[src/rtl/picomem_bus_timeout.sv]
// Bus watchdog between picorv32 and the PicoMem mux: zero-latency pass-through, aborts a stalled transfer.
// Backpressure passes straight through; after TIMEOUT_CYCLES stalled cycles the master gets ERR_RDATA.
module picomem_bus_timeout #(
    parameter int unsigned TIMEOUT_CYCLES = 256,
    parameter logic [31:0] ERR_RDATA      = 32'hDEADBEEF
) (
    input  logic        clk,
    input  logic        reset,
    input  logic        m_valid,
    input  logic [31:0] m_addr,
    input  logic [31:0] m_wdata,
    input  logic [3:0]  m_wstrb,
    output logic        m_ready,
    output logic [31:0] m_rdata,
    output logic        s_valid,
    output logic [31:0] s_addr,
    output logic [31:0] s_wdata,
    output logic [3:0]  s_wstrb,
    input  logic        s_ready,
    input  logic [31:0] s_rdata,
    input  logic        err_clr,
    output logic        err_flag,
    output logic [31:0] err_addr,
    output logic        err_write,
    output logic [7:0]  err_count
);

    localparam int unsigned   CW       = (TIMEOUT_CYCLES == 0) ? 1 : $clog2(TIMEOUT_CYCLES + 1);
    localparam logic [CW-1:0] CNT_LAST = CW'((TIMEOUT_CYCLES == 0) ? 0 : TIMEOUT_CYCLES - 1);
    localparam bit            WD_EN    = (TIMEOUT_CYCLES != 0);

    typedef enum logic [1:0] {ST_PASS, ST_ABORT, ST_GAP} state_e;

    state_e        state_q, state_d;
    logic [CW-1:0] cnt_q, cnt_d;
    logic          err_flag_q, err_flag_d;
    logic [31:0]   err_addr_q, err_addr_d;
    logic          err_write_q, err_write_d;
    logic [7:0]    err_count_q, err_count_d;
    logic [7:0]    count_base;
    logic          stall;

    assign stall = m_valid && !s_ready;

    always_ff @(posedge clk) begin
        if (reset) begin
            state_q     <= ST_PASS;
            cnt_q       <= '0;
            err_flag_q  <= 1'b0;
            err_addr_q  <= '0;
            err_write_q <= 1'b0;
            err_count_q <= '0;
        end else begin
            state_q     <= state_d;
            cnt_q       <= cnt_d;
            err_flag_q  <= err_flag_d;
            err_addr_q  <= err_addr_d;
            err_write_q <= err_write_d;
            err_count_q <= err_count_d;
        end
    end

    always_comb begin
        state_d     = state_q;
        cnt_d       = cnt_q;
        err_flag_d  = err_flag_q;
        err_addr_d  = err_addr_q;
        err_write_d = err_write_q;
        err_count_d = err_count_q;
        count_base  = err_clr ? 8'd0 : err_count_q;
        if (err_clr) begin
            err_flag_d  = 1'b0;
            err_count_d = 8'd0;
        end
        case (state_q)
            ST_PASS: begin
                cnt_d = (WD_EN && stall) ? cnt_q + 1'b1 : '0;
                if (WD_EN && stall && cnt_q == CNT_LAST) begin
                    state_d = ST_ABORT;
                end
            end
            ST_ABORT: begin
                // A coincident clear loses to the abort: the count restarts at one.
                err_flag_d  = 1'b1;
                err_addr_d  = m_addr;
                err_write_d = |m_wstrb;
                err_count_d = (count_base == 8'hFF) ? 8'hFF : count_base + 8'd1;
                state_d     = ST_GAP;
            end
            ST_GAP: begin
                cnt_d   = '0;
                state_d = ST_PASS;
            end
            default: begin
                cnt_d   = '0;
                state_d = ST_PASS;
            end
        endcase
    end

    always_comb begin
        s_valid = 1'b0;
        m_ready = 1'b0;
        m_rdata = s_rdata;
        case (state_q)
            ST_PASS: begin
                s_valid = m_valid;
                m_ready = s_ready;
            end
            ST_ABORT: begin
                m_ready = 1'b1;
                m_rdata = ERR_RDATA;
            end
            default: begin
                s_valid = 1'b0;
                m_ready = 1'b0;
            end
        endcase
        if (reset) begin
            s_valid = 1'b0;
            m_ready = 1'b0;
        end
    end

    assign s_addr    = m_addr;
    assign s_wdata   = m_wdata;
    assign s_wstrb   = m_wstrb;
    assign err_flag  = err_flag_q;
    assign err_addr  = err_addr_q;
    assign err_write = err_write_q;
    assign err_count = err_count_q;

endmodule

[config.mk]
export PLATFORM = sky130hd
export DESIGN_NAME = picomem_bus_timeout
export DESIGN_NICKNAME = d
export VERILOG_FILES = /design/src/rtl/picomem_bus_timeout.sv
export SDC_FILE = /design/constraint.sdc
export NUM_CORES = 1
export LEC_CHECK = 0
export BUFFER_PORTS_ARGS = -buffer_cell sky130_fd_sc_hd__buf_2
export CELL_PAD_IN_SITES_DETAIL_PLACEMENT = 1
export CELL_PAD_IN_SITES_GLOBAL_PLACEMENT = 1
export CORE_MARGIN = 1
export CORE_UTILIZATION = 22
export CTS_CLUSTER_DIAMETER = 60
export DETAILED_ROUTE_END_ITERATION = 8
export PLACE_DENSITY_LB_ADDON = 0.05
export SLEW_MARGIN = 20
export SYNTH_ARGS = -nofsm -noshare
export SYNTH_HDL_FRONTEND = slang
export SYNTH_SLANG_ARGS = --single-unit
[constraint.sdc]
create_clock -name clk -period 1.8 [get_ports clk]
set_clock_uncertainty 0.2 [all_clocks]
set_input_delay 0.09 -clock clk [delete_from_list [all_inputs] [get_ports clk]]
set_output_delay 0.09 -clock clk [all_outputs]
set_load 0.02 [all_outputs]
==> metrics.md, run 1 <==
| Metric | Value |
|---|---|
| Unique masters post-synth | `37` |
| Worst slew pin tran | `a little under 0.5 ns` |
| Top cells by area, synth | `dfxtp_1 (38%), buf_4 (18%), nand2_1 (10%)` |
| Total power | `about 2.7 mW` |
| Leak Pwr | `~2.2 nW` |
| Cell Area, Synth | `2790 µm²` |
| Reg clk slew, reported paths | `0.07 ns` |
| Syn Area/Cell | `about 7.8 µm²` |
| Starting DRT DRC Count | `85` |
| Max_slew headroom | `roughly two thirds` |
| CTS root buf | `clkbuf_16` |
| Final Wtd Congestion | `between 0.6 and 0.7` |
| Layout Nets | `around 660` |
| Share of post-route cells with drive strength above 1 | `44.1%` |
| Final worst slack | `-0.0315 ns` |
| Crit path cell chain | `buf_6, or2b_4, clkbuf_16, nand2b_1, buf_6` |
| Most common cell in the netlist | `nand2_1` |
| H-tree depth | `2` |
| Residual DRC | `0` |
| Global-route wire length before repair | `15600 µm` |
| Worst R2R Start | `state_q[0]` |
| CP dominant cell by count | `buf_6` |
| Worst Path Required | `about 1.5 ns` |
| Ys async rst share | `0%` |
| Crit path DAT | `between 1.5 and 2 ns` |
| Longest Clk Path Bufs | `2` |
| Register area share after synthesis | `a little under two fifths` |
| Antenna violations before repair | `3` |
| Failing checks | `setup timing` |
| Final instance area | `about 4700 µm²` |
| Final setup violation count | `1` |
| Syn. warnings | `0` |
| Status | `complete, but fails checks` |
| Die Wd | `about 110 µm` |
| Pin count of the biggest net entering global routing | `43` |
| Worst hold-check path type | `primary input to register` |
| Crit path max fanout | `8` |
| Peak VDD IR | `just under 400 µV` |
| Post-DP HPWL | `around 7000 µm` |
| Vias in the first global route | `3083` |
| WL final | `11000 µm` |
| RSZ-0062 raised after global routing | `yes` |
| Ys flop type | `dfxtp_1` |
| Tmin final | `between 1.5 and 2 ns` |
| Fmax | `546 MHz` |
| Crit. End Element | `output pin` |
| GR Overflow Total | `0` |
| Yosys top cell area share | `38.0%` |
| Vias per std cell | `about 4.3` |
| Sink Count | `between 50 and 60` |
| Hold_sp | `s_ready` |
| Gr usage total | `about 15%` |
| Slowest stage delay, CP | `0.34 ns` |
| TritonCTS clock tree | `done` |
| Synthesized Nets | `between 400 and 500` |
| Flop and latch count out of synthesis | `53` |
| Slew Viols, Final | `0` |
| Crit path kind | `register to output pin` |
| Die footprint | `~13000 µm²` |
| Startpoint Class | `register` |
| Std cell rows | `40` |
| Synth top cells by count | `nand2_1 (77), buf_4 (68), dfxtp_1 (53)` |
| Starting Density | `a little under a quarter` |
| Worst Setup SP | `state_q[0]` |
| Io pins | `249` |
| Port Buffers | `approximately 180` |
| Max Cap Viol | `0` |
| Power Dens Cells | `~570 nW/µm²` |
| Family with the most delay on the worst path | `simple AND/OR/NAND/NOR gates` |
| Final ANT Viol Nets | `0` |
| Synth Instances | `~360` |
| Area grow syn2layout | `69.7%` |
| TritonRoute pass-1 iters | `4` |
| Final hold vios | `0` |
| Vias | `between 3000 and 4000` |
| Dpl cell area | `3490 µm²` |
| Period utilisation layout | `102%` |
| Worst-Skew Late Latency | `0.29 ns` |
| Routed length per instance | `~15 µm` |
| Post-synth EDFFs | `0` |
| Buf/Inv on CP | `3` |
| Yosys top cell by area | `dfxtp_1` |
| Die Y | `~110 µm` |
| Num CTS Buffers | `5` |
| CP max stage cell | `dfxtp_2` |
| Placeable Area | `12200 µm²` |
-- where the power goes --
part | total (mW) | switching, mW | leakage, nW | internal [mW]
logic | 0.589 | 0.296 | 1.73 | 0.293
clock network | 0.953 | 0.434 | 0.0641 | 0.518
registers | 1.17 | 0.000694 | 0.429 | 1.17
total | 2.72 | 0.731 | 2.22 | 1.98
-- per-layer routing --
| metal | up-vias | share of wire [%] | track usage [%] |
|---|---|---|---|
| met5 | - | 0 | 0 |
| met4 | 0 | 0.83 | 3.90 |
| met3 | 5 | 7.1 | 3.81 |
| met2 | 139 | 53 | 30.1 |
| met1 | 1450 | 39 | 16.5 |
| li1 | 1510 | - | - |
-- kinds of logic (layout without fill, tap and decap cells) --
family / Yosys count / in the layout / share of synthesized area [%]
compound gates: 57 / 57 / 11.8
xor+xnor: 2 / 2 / 0.628
fa+ha+maj: 2 / 2 / 0.896
buf+inv: 92 / 294 / 21.8
flops: 53 / 53 / 38.0
mux: 3 / 3 / 1.08
other cells: 0 / 3 / 0
simple gates: 147 / 147 / 25.8
-- tightest hold or removal path, cell delays in order --
cell and delay [ns]:
buf_2 0.17, or4_1 0.14, nand3_1 0.07
-- stage by stage --
step                       TNS, ns  hold WS, ns  setup slack (ns)  instances  utilization (%)
after global placement           0      -0.0199            0.0640        639             28.6
after floorplan           -0.00361       0.0260          -0.00361        356                -
after detailed placement         0      -0.0199            0.0321        639             28.6
after CTS                   -0.470       0.0226           -0.0650        719             36.3
after global routing        -0.486       0.0479           -0.0876        728             38.8
final                      -0.0315       0.0364           -0.0315        729             38.8
-- timing repair --
action / CTS / global route
setup endpoints to repair: 32 / 35
buffers inserted: 1 / 5
hold buffers: 69 / 0
gates resized for setup: 19 / 63
hold endpoints to repair: 70 / 0
gates cloned: 2 / 2
pin swaps: 0 / 10
-- area by class of cell --
type                            count  area, µm²
Fill cell                        1508       7470
Timing Repair Buffer              281       2090
Antenna cell                        3       7.51
Sequential cell                    53       1070
Multi-Input combinational cell    211       1200
Inverter                            5       18.8
Clock buffer                        7        133
Tap cell                          168        210
Clock inverter                      1       7.51
-- path summary, 6_finish.rpt --
| kind | end | slack [ns] | cells after the start |
|---|---|---|---|
| worst max-delay path | m_rdata[30] | -0.03 | 5 |
| worst min-delay path | cnt_q[6] | 0.04 | 3 |
| worst max register to register | cnt_q[7] | 0.08 | 3 |
| worst min register to register | err_addr[7] | 0.26 | 2 |
-- sequential cells by signal (all words and copies together), names as in the netlist --
signal / cells
err_addr: 32
cnt_q: 9
err_count: 8
state_q: 2
err_flag: 1
err_write: 1
-- layout by cell type (no fill, tap or decap), drive strengths merged, types with 7 or more instances in the layout --
cell type	n
nor3	7
nand2b	24
nor2	8
and2	10
dfxtp	53
dlygate4sd3	69
buf	210
a21oi	44
clkbuf	9
nand2	77
Note: power is estimated with default switching activity, not from simulation.
==> inputs of run 2 (changes only) <==
Settings changed: GPL_ROUTABILITY_DRIVEN set to 0, SETUP_SLACK_MARGIN set to 0.15, SLEW_MARGIN 20 to unset.
==> run 2 against run 1 <==
  * The flow now finishes without violations
  * Worst hold slack lost 0.0025 ns
  * Non-clock buffer count rose by 1
  * Maximum frequency rose by 5.4%
  * Critical path depth unchanged
  * Design area shrank 0.98%
  * Count of clock-buffer cells in the layout shrank 1
  * Routed wire length down 4.4%
  * Sequential share of layout area is 0.22 points higher
==> metrics.md, run 2 (same netlist as run 1, synthesis figures left out) <==
| Metric | Value |
|---|---|
| Startpoint Class | `register` |
| Slowest stage delay, CP | `roughly 0.33 ns` |
| Longest Clk Path Bufs | `2` |
| Routed length per instance | `14.5 µm` |
| Sink Count | `53` |
| Status | `complete, no violations` |
| Io pins | `~250` |
| Starting Density | `22.9%` |
| Global-route wire length before repair | `~16000 µm` |
| Filler cell count | `between 1500 and 2000` |
| Tmin final | `1.74 ns` |
| Reg2reg path depth | `3` |
| Die Wd | `about 110 µm` |
| Worst Hold End | `cnt_q[6]` |
| Final ANT Viol Nets | `0` |
| Share of post-route cells with drive strength above 1 | `45.0%` |
| Final worst slack | `roughly 0.062 ns` |
| Max FFs per register | `32` |
| Power Dens Cells | `approximately 580 nW/µm²` |
| Final hold vios | `0` |
| RSZ-0062 raised after global routing | `yes` |
| Reg clk slew, reported paths | `roughly 0.070 ns` |
| Family with the most delay on the worst path | `simple AND/OR/NAND/NOR gates` |
| Leak Pwr | `2.17 nW` |
| Placeable Area | `~12000 µm²` |
| Die Y | `around 110 µm` |
| Worst-Skew Late Latency | `around 0.29 ns` |
| Buf/Inv on CP | `3` |
| CP max stage cell | `dfxtp_2` |
| Area grow syn2layout | `68.1%` |
| Worst slew pin tran | `between 0.4 and 0.5 ns` |
| Std cell rows | `40` |
| Vias | `~3000` |
| Max_slew headroom | `about two thirds` |
| Crit path cell chain | `buf_6, or2b_4, buf_6, and2_4, buf_6` |
| Dpl cell area | `approximately 3500 µm²` |
| Antenna violations before repair | `0` |
| Ant diodes | `0` |
| H-tree depth | `2` |
| Crit. End Element | `output pin` |
| Vias in the first global route | `~3000` |
| Worst Path Required | `approximately 1.5 ns` |
| Num CTS Buffers | `5` |
| Fmax | `roughly 580 MHz` |
| Multi-input gate area | `1200 µm²` |
| Layout Nets | `666` |
| Most common library cell in the layout ignoring fill and taps | `buf_2` |
| Crit path kind | `register to output pin` |
| Crit path DAT | `between 1 and 1.5 ns` |
| Period utilisation layout | `96.5%` |
| TritonRoute pass-1 iters | `4` |
| Hold_sp | `s_ready` |
| Vias per std cell | `about 4.2` |
| Crit path max fanout | `4` |
| FF+latch area | `about 1100 µm²` |
| Final instance area | `approximately 4700 µm²` |
| Starting DRT DRC Count | `between 70 and 80` |
| Total power | `about 2.7 mW` |
| CTS root buf | `clkbuf_16` |
| Port Buffers | `between 150 and 200` |
| R2r endpoint | `cnt_q[7]` |
| Pin count of the biggest net entering global routing | `43` |
| Flop2flop setup slack | `roughly 0.062 ns` |
| Final setup violation count | `0` |
| Worst R2R Start | `state_q[0]` |
| Worst hold-check path type | `primary input to register` |
| Slew Viols, Final | `0` |
| Residual DRC | `0` |
| Setup slack at placement | `approximately 0.026 ns` |
| Die footprint | `13100 µm²` |
| CP dominant cell by count | `buf_6` |
| Most frequent cells in the layout | `buf_2 (151), nand2_1 (76), dlygate4sd3_1 (69), dfxtp_1 (48), a21oi_1 (44)` |
| Peak VDD IR | `roughly 290 µV` |
| Worst Hold Depth | `3` |
| Post-DP HPWL | `about 7000 µm` |
| Max Cap Viol | `0` |
| TritonCTS clock tree | `done` |
| WL final | `between 10000 and 15000 µm` |
| Gr usage total | `15.5%` |
| GR Overflow Total | `0` |
-- run 2: layer usage --
layer | wire length, µm | up-vias | global-route usage, %
li1 | - | 1502 | -
met5 | 0 | - | 0
met2 | 5330 | 152 | 28.6
met1 | 4210 | 1423 | 17.1
met3 | 852 | 12 | 4.02
met4 | 153 | 0 | 5.37
-- run 2: layout make-up --
type	count	area share, %
Clock buffer	6	2.75
Clock inverter	2	0.320
Inverter	5	0.400
Multi-Input combinational cell	212	25.6
Sequential cell	53	22.7
Tap cell	168	4.48
Timing Repair Buffer	282	43.7
-- run 2: worst max-delay path by stage --
stage,start,to,slack [ns],cells after the start
floorplan,state_q[0],cnt_q[7],-0.004,4
global route,state_q[0],m_rdata[4],0.01,5
CTS,state_q[0],m_rdata[17],0.05,5
finish,state_q[1],m_rdata[17],0.06,5
detailed placement,state_q[1],cnt_q[7],0.03,3
global placement,state_q[1],cnt_q[7],0.06,3
-- run 2: tightest hold or removal path: cells and delay by family --
family | cells | cell delay [ns]
buffers and inverters | 1 | 0.19
and+or+nand+nor | 2 | 0.20
-- run 2: metrics by stage --
step	TNS [ns]	instances	utilization (%)	hold WS, ns
after floorplan	-0.00361	356	-	0.0260
after global placement	0	639	28.7	-0.0199
after detailed placement	0	639	28.7	-0.0199
after CTS	0	726	38.0	0.0306
after global routing	0	728	38.4	0.0659
final	0	728	38.4	0.0340
-- run 2: where the power goes --
group          internal (mW)  switching (mW)
Sequential              1.17        0.000647
Combinational          0.279           0.288
Clock                  0.518           0.465
-- run 2: repair_timing --
action                                 in CTS  in global routing
endpoints found under the hold margin      73                  0
pin swaps                                  11                  1
setup endpoints to repair                  46                 70
buffers inserted                            7                  2
cloned                                      3                  0
hold buffers                               69                  0
gates resized for setup                    69                 10
